==> src/rtl/ultrasonic_ranger_if.sv <==
// ultrasonic_ranger_if: request/result handshake and sensor pins of the ranging controller
interface ultrasonic_ranger_if #(parameter int CNT_W = 16);
    logic start, echo, trigger, busy, done, timeout;
    logic [CNT_W-1:0] echo_us;
    modport master(output start, echo, input trigger, busy, done, timeout, echo_us);
    modport slave(input start, echo, output trigger, busy, done, timeout, echo_us);
endinterface

==> src/rtl/ultrasonic_ranger_ctrl.sv <==
// ultrasonic_ranger_ctrl: one trigger/echo ranging cycle per start, width in 1 us ticks or timeout
module ultrasonic_ranger_ctrl #(
    parameter int TICK_DIV    = 100,
    parameter int TRIG_US     = 10,
    parameter int RISE_TO_US  = 5000,
    parameter int ECHO_MAX_US = 30000,
    parameter int HOLDOFF_US  = 60000,
    parameter int CNT_W       = 16
) (
    input logic clk,
    input logic rst,
    ultrasonic_ranger_if.slave bus
);
    localparam int PRE_W = TICK_DIV > 1 ? $clog2(TICK_DIV) : 1;
    localparam logic [PRE_W-1:0] PRE_LAST = PRE_W'(TICK_DIV - 1);
    localparam logic [CNT_W-1:0] TRIG_LAST = CNT_W'(TRIG_US - 1);
    localparam logic [CNT_W-1:0] RISE_LAST = CNT_W'(RISE_TO_US - 1);
    localparam logic [CNT_W-1:0] ECHO_LAST = CNT_W'(ECHO_MAX_US - 1);
    localparam logic [CNT_W-1:0] HOLD_LAST = CNT_W'(HOLDOFF_US - 1);
    localparam logic [CNT_W-1:0] ECHO_MAX  = CNT_W'(ECHO_MAX_US);
    typedef enum logic [2:0] {IDLE, TRIG, WAIT_RISE, MEASURE, HOLDOFF} state_t;
    state_t state, nxt;
    logic [PRE_W-1:0] pre;
    logic [CNT_W-1:0] cnt, cnt_inc, fin_val;
    logic echo_m, echo_s, echo_q, tick, rise, fall, fin, fin_to;
    assign tick = pre == PRE_LAST;
    assign rise = echo_s & ~echo_q;
    assign fall = ~echo_s & echo_q;
    assign cnt_inc = &cnt ? cnt : cnt + CNT_W'(1);
    assign bus.trigger = state == TRIG;
    assign bus.busy = state != IDLE;
    // A fall on a tick boundary completes that tick, so it is counted before reporting
    always_comb begin
        nxt = state;
        fin = 1'b0;
        fin_to = 1'b0;
        fin_val = '0;
        case (state)
            IDLE: nxt = bus.start ? TRIG : IDLE;
            TRIG: nxt = (tick && cnt == TRIG_LAST) ? WAIT_RISE : TRIG;
            WAIT_RISE:
                if (rise) nxt = MEASURE;
                else if (tick && cnt == RISE_LAST) begin
                    nxt = HOLDOFF;
                    fin = 1'b1;
                    fin_to = 1'b1;
                end
            MEASURE:
                if (tick && cnt == ECHO_LAST) begin
                    nxt = HOLDOFF;
                    fin = 1'b1;
                    fin_to = 1'b1;
                    fin_val = ECHO_MAX;
                end else if (fall) begin
                    nxt = HOLDOFF;
                    fin = 1'b1;
                    fin_val = tick ? cnt_inc : cnt;
                end
            HOLDOFF: nxt = (tick && cnt == HOLD_LAST) ? IDLE : HOLDOFF;
            default: nxt = IDLE;
        endcase
    end
    // Every state change restarts the prescaler so intervals begin on a tick boundary
    always_ff @(posedge clk) begin
        if (rst) begin
            state <= IDLE;
            pre <= '0;
            cnt <= '0;
            {echo_q, echo_s, echo_m} <= 3'b000;
            bus.done <= 1'b0;
            bus.timeout <= 1'b0;
            bus.echo_us <= '0;
        end else begin
            {echo_q, echo_s, echo_m} <= {echo_s, echo_m, bus.echo};
            state <= nxt;
            pre <= (nxt != state || tick) ? '0 : pre + PRE_W'(1);
            cnt <= (nxt != state) ? '0 : (tick ? cnt_inc : cnt);
            bus.done <= fin;
            bus.timeout <= fin_to;
            if (fin) bus.echo_us <= fin_val;
        end
    end
endmodule

==> src/flat_wrapper.sv <==
// flat-port wrapper written by rule: the top's interface ports become plain ports
module ultrasonic_ranger_ctrl_flat 
#(
    parameter int TICK_DIV    = 100,
    parameter int TRIG_US     = 10,
    parameter int RISE_TO_US  = 5000,
    parameter int ECHO_MAX_US = 30000,
    parameter int HOLDOFF_US  = 60000,
    parameter int CNT_W       = 16
)
  (clk, rst, bus_start, bus_echo, bus_trigger, bus_busy, bus_done, bus_timeout, bus_echo_us);
  ultrasonic_ranger_if #(.CNT_W(CNT_W)) bus_i ();
  input logic clk;
  input logic rst;
  input wire logic [$bits(bus_i.start)-1:0] bus_start;
  input wire logic [$bits(bus_i.echo)-1:0] bus_echo;
  output wire logic [$bits(bus_i.trigger)-1:0] bus_trigger;
  output wire logic [$bits(bus_i.busy)-1:0] bus_busy;
  output wire logic [$bits(bus_i.done)-1:0] bus_done;
  output wire logic [$bits(bus_i.timeout)-1:0] bus_timeout;
  output wire logic [$bits(bus_i.echo_us)-1:0] bus_echo_us;
  assign bus_i.start = bus_start;
  assign bus_i.echo = bus_echo;
  assign bus_trigger = bus_i.trigger;
  assign bus_busy = bus_i.busy;
  assign bus_done = bus_i.done;
  assign bus_timeout = bus_i.timeout;
  assign bus_echo_us = bus_i.echo_us;
  ultrasonic_ranger_ctrl #(.TICK_DIV(TICK_DIV), .TRIG_US(TRIG_US), .RISE_TO_US(RISE_TO_US), .ECHO_MAX_US(ECHO_MAX_US), .HOLDOFF_US(HOLDOFF_US), .CNT_W(CNT_W)) u_core (.clk(clk), .rst(rst), .bus(bus_i));
endmodule
==> config.mk <==
export PLATFORM = sky130hd
export DESIGN_NAME = ultrasonic_ranger_ctrl_flat
export DESIGN_NICKNAME = d
export VERILOG_FILES = /design/src/rtl/ultrasonic_ranger_if.sv /design/src/rtl/ultrasonic_ranger_ctrl.sv /design/src/flat_wrapper.sv
export SDC_FILE = /design/constraint.sdc
export NUM_CORES = 1
export LEC_CHECK = 0
export CORE_UTILIZATION = 38
export CTS_CLUSTER_DIAMETER = 200
export DETAILED_ROUTE_END_ITERATION = 7
export PLACE_DENSITY_LB_ADDON = 0.25
export SLEW_MARGIN = 20
export SYNTH_ARGS = -nofsm -noshare
export SYNTH_HDL_FRONTEND = slang
export SYNTH_SLANG_ARGS = --single-unit
==> constraint.sdc <==
create_clock -name clk -period 2.3 [get_ports clk]
set_clock_uncertainty 0.1 [all_clocks]
set_input_delay 0.46 -clock clk [delete_from_list [all_inputs] [get_ports clk]]
set_output_delay 0.46 -clock clk [all_outputs]
set_load 0.02 [all_outputs]
==> qor_table.md <==
| Parameter | Reported | Unit |
|---|---|---|
| Std-Cell Core Area | 5570 | sq um |
| Cell count after synthesis | 249 | - |
| Min-delay worst type | flop to flop | - |
| Worst setup SP type | flop | - |
| Largest stage delay, worst path | 0.37 | ns |
| Sequential power share | 0.534 | - |
| Slew HR | 0.705 | - |
| Final ANT Viol Nets | 0 | - |
| Main flop type after synthesis | sky130_fd_sc_hd__dfxtp_1 | - |
| Total clock sinks | 47 | - |
| Total half-perimeter wirelength after legalization and detailed placement | 3880 | microns |
| Vert. Die Dim | 78.4 | microns |
| Sequential cell area | 941 | sq um |
| Io pins | 24 | - |
| Setup repair after global routing missed its margin | no | - |
| Number of synthesized flops with an enable pin | 0 | - |
| Pin count of the biggest net entering global routing | 17 | - |
| Capturing element type of the critical path | flop | - |
| Via density | 5.32 | - |
| Area enclosed by the die boundary | 6140 | sq um |
| GRT Resource Usage Total | 0.186 | - |
| Average wire per standard cell | 14.1 | microns |
| Area occupied by multi-input gates | 1240 | sq um |
| Hold path depth | 1 | - |
| Total congestion overflow after global routing | 0 | - |
| Count of yosys warnings during synthesis | 0 | - |
| Die outline width | 78.4 | microns |
| Number of endpoints with negative hold slack in the final report | 0 | - |
| Required time of the worst setup path | 2.39 | ns |
| DR pass1 iterations | 4 | - |
| Tightest Pin Transition | 0.436 | ns |
| Clock insertion delay at the later pin of the skew report | 0.30 | ns |
| Antenna diode count | 0 | - |
| Int Power | 1190 | uW |
| Final-report setup violation count | 0 | - |
| Buffer type at the clock tree root | sky130_fd_sc_hd__clkbuf_8 | - |
| Category of the most critical setup path | flop to flop | - |
| Sw Ratio | 0.229 | - |
| Total negative slack for setup checks | 0 | ns |
| Cell at the slowest stage of the critical path | sky130_fd_sc_hd__dfxtp_1 | - |
| Mean instance size in the synthesized netlist | 8.90 | sq um |
| Number of H-tree levels | 2 | - |
| Switching power | 355 | uW |
| Net count of the mapped netlist | 256 | - |
| Final weighted congestion in routability-driven placement | 0.891 | - |
| Layout filler cell count | 550 | - |
| Sum of internal, switching and leakage power | 1550 | uW |
| Cts bufs inserted | 5 | - |
| Remaining routing DRC violations | 0 | - |
| Number of nets in the layout | 304 | - |
| Async S/R FF share, synth | 0 | - |
| Number of DRC violations after detailed-routing iteration 0 | 66 | - |
| Total wirelength of the detailed-routed design | 5240 | microns |
| Result of the run | finished, final reports clean | - |
| Cell count of the worst reg-to-reg path | 8 | - |
| Buffers added on ports | 23 | - |
| Max cap viols | 0 | - |
| Final max-slew violation count | 0 | - |
| Via count of the first global-routing pass | 1863 | - |
| Sequential cell area fraction in the yosys report | 0.425 | - |
| Ordered list of cells on the worst path | nor4_1 -> buf_4 -> and3b_1 -> nand4_4 -> a22o_1 -> o21ai_4 -> buf_12 -> nor2_1 | - |
| Standard-cell row count | 27 | - |
| Leakage | 0.000997 | uW |
| Share of layout cells above drive strength 1 | 0.191 | - |
| Global-route wire length before repair | 8910 | microns |
| Quantity of hold-fixing buffers added after cts | 0 | - |
| CP max FO | 14 | - |
| Peak ir drop on the vdd network | 325 | uV |
| Part of the total power dissipated in combinational logic | 0.055 | - |
| Area added between synthesis and finish | 28.7 | % |
| Initial antenna violation count | 0 | - |
| Time the worst path needs with I/O delays and setup | 2.17 | ns |
| Critical path arrival | 2.27 | ns |
| CTS max path bufs | 2 | - |
| Clock Pin Slew Worst Setup and Hold Paths | 0.10 | ns |
| Unique cell type count in the Yosys netlist | 53 | - |
| Mapped Area | 2220 | sq um |
| Flip-flop and latch count after synthesis | 47 | - |
| Final Cycle Share | 0.945 | - |
| Starting Density | 0.398 | - |
| Overall via count from detail_route | 1967 | - |
| CTS tree | done | - |
| Setup bufs post-CTS | 0 | - |
| Total power divided by cell area | 542 | nW/um^2 |
| Portion of total power attributed to the clock network | 0.411 | - |
| Maximum frequency from static timing analysis | 460 | MHz |
## power groups by stage
stage	Combinational (uW)	Clock [uW]	Sequential, uW
floorplan	47.7	0	844
global placement	87.1	0	845
detailed placement	86.4	0	845
CTS	85.8	648	826
global route	92.0	683	828
finish	84.9	636	826
## timing repair
item	in CTS	in global routing
resized for setup	1	8
cloned	0	0
setup endpoints to repair	1	28
pin swaps	0	1
## worst paths after layout
kind	start	to	slack [ns]
setup / recovery	u_core.cnt[4]	u_core.cnt[3]	0.13
hold / removal	u_core.echo_m	u_core.echo_s	0.34
setup reg to reg	u_core.cnt[4]	u_core.cnt[3]	0.13
hold reg to reg	u_core.echo_m	u_core.echo_s	0.34
## placed cells by master, fill, tap and decap left out, types with 2 or more instances in the layout
cell type                         count
sky130_fd_sc_hd__and3_1               4
sky130_fd_sc_hd__nor2_1              32
sky130_fd_sc_hd__nor4b_1              2
sky130_fd_sc_hd__xnor2_1              9
sky130_fd_sc_hd__nor4_1               2
sky130_fd_sc_hd__or2_2                3
sky130_fd_sc_hd__a211oi_1             3
sky130_fd_sc_hd__nor2b_1              7
sky130_fd_sc_hd__nand3_1             11
sky130_fd_sc_hd__dfxtp_1             47
sky130_fd_sc_hd__nand3b_1             2
sky130_fd_sc_hd__nor2_2               2
sky130_fd_sc_hd__clkdlybuf4s50_1     22
sky130_fd_sc_hd__buf_12               3
sky130_fd_sc_hd__clkbuf_8             5
sky130_fd_sc_hd__o21ai_0             16
sky130_fd_sc_hd__ha_1                 2
sky130_fd_sc_hd__or3_1                2
sky130_fd_sc_hd__a21oi_1              5
sky130_fd_sc_hd__xor2_1               6
sky130_fd_sc_hd__nor3_1              10
sky130_fd_sc_hd__nor3_2               5
sky130_fd_sc_hd__and4_1               2
sky130_fd_sc_hd__nand4_1              8
sky130_fd_sc_hd__nand2_1             22
sky130_fd_sc_hd__inv_1                3
sky130_fd_sc_hd__nor3b_1              3
sky130_fd_sc_hd__o211ai_1             2
sky130_fd_sc_hd__buf_4               22
sky130_fd_sc_hd__mux2i_1              3
sky130_fd_sc_hd__nand4b_1             2
## metrics by stage
step | setup WS, ns | hold WS [ns] | utilization | instances | instance area [sq um]
finish | 0.127 | 0.344 | 0.512 | 370 | 2850
global route | 0.000683 | 0.359 | 0.512 | 370 | 2850
CTS | 0.0855 | 0.346 | 0.507 | 370 | 2820
detailed placement | 0.101 | 0.336 | 0.486 | 362 | 2710
global placement | 0.125 | 0.318 | 0.486 | 362 | 2710
floorplan | 0.205 | 0.314 | - | 249 | 2220
## metal layers
metal	up-vias	GRT usage	wire (microns)
met5	-	0	0
met4	0	0.0500	56
met3	7	0.0349	249
met2	46	0.310	2440
met1	927	0.246	2490
li1	987	-	-
## registers in the layout (all words and copies together), names as in the netlist
signal / flops
u_core.pre: 7
u_core.echo_s: 1
u_core.bus.echo_us: 16
u_core.state: 3
u_core.bus.timeout: 1
u_core.echo_m: 1
u_core.echo_q: 1
u_core.bus.done: 1
u_core.cnt: 16
## Yosys cell counts (2+ instances only)
cell                       count  area (sq um)
sky130_fd_sc_hd__dfxtp_1      47           941
sky130_fd_sc_hd__nor2_1       33           124
sky130_fd_sc_hd__nand2_1      23          86.3
sky130_fd_sc_hd__o21ai_0      16          80.1
sky130_fd_sc_hd__nand3_1      11          55.1
sky130_fd_sc_hd__nor3_1       11          55.1
sky130_fd_sc_hd__xnor2_1       9          78.8
sky130_fd_sc_hd__nand4_1       8          50.1
sky130_fd_sc_hd__nor2b_1       7          43.8
sky130_fd_sc_hd__xor2_1        6          52.6
sky130_fd_sc_hd__a21oi_1       5          25.0
sky130_fd_sc_hd__a211oi_1      4          30.0
sky130_fd_sc_hd__and3_1        4          25.0
sky130_fd_sc_hd__nor3_2        4          40.0
sky130_fd_sc_hd__buf_2         3          15.0
sky130_fd_sc_hd__buf_6         3          33.8
sky130_fd_sc_hd__ha_1          3          37.5
sky130_fd_sc_hd__inv_1         3          11.3
sky130_fd_sc_hd__mux2i_1       3          30.0
sky130_fd_sc_hd__nor3b_1       3          22.5
sky130_fd_sc_hd__or2_2         3          18.8
sky130_fd_sc_hd__and2_1        2          12.5
sky130_fd_sc_hd__and4_1        2          17.5
sky130_fd_sc_hd__nand3b_1      2          15.0
sky130_fd_sc_hd__nand4b_1      2          17.5
sky130_fd_sc_hd__nor4_1        2          12.5
sky130_fd_sc_hd__nor4b_1       2          17.5
sky130_fd_sc_hd__o211ai_1      2          15.0
sky130_fd_sc_hd__or3_1         2          12.5
## worst max-delay path: cells and delay by family (launching register included)
kind	cells	cell delay (ns)
AO/OA/AOI/OAI	2	0.52
AND/OR/NAND/NOR	4	0.74
flip-flops	1	0.37
buffers and inverters	2	0.34
## logic make-up after synthesis
logic type               count (synthesis)  share of synthesized area
AND/OR/NAND/NOR                        131                      0.336
flip-flops                              47                      0.425
AO/OA/AOI/OAI                           40                      0.121
XOR/XNOR                                15                     0.0593
buffers and inverters                   10                     0.0288
multiplexers                             3                     0.0136
adder cells (fa/ha/maj)                  3                     0.0169
## final cells by class
type,instances,area share
clock buffer,5,0.0241
clock inverter,3,0.0167
inverter,3,0.00395
multi-input combinational,192,0.435
sequential,47,0.330
tap,72,0.0316
timing repair buffer,48,0.159
No activity file was read; power rests on OpenSTA's default activity.
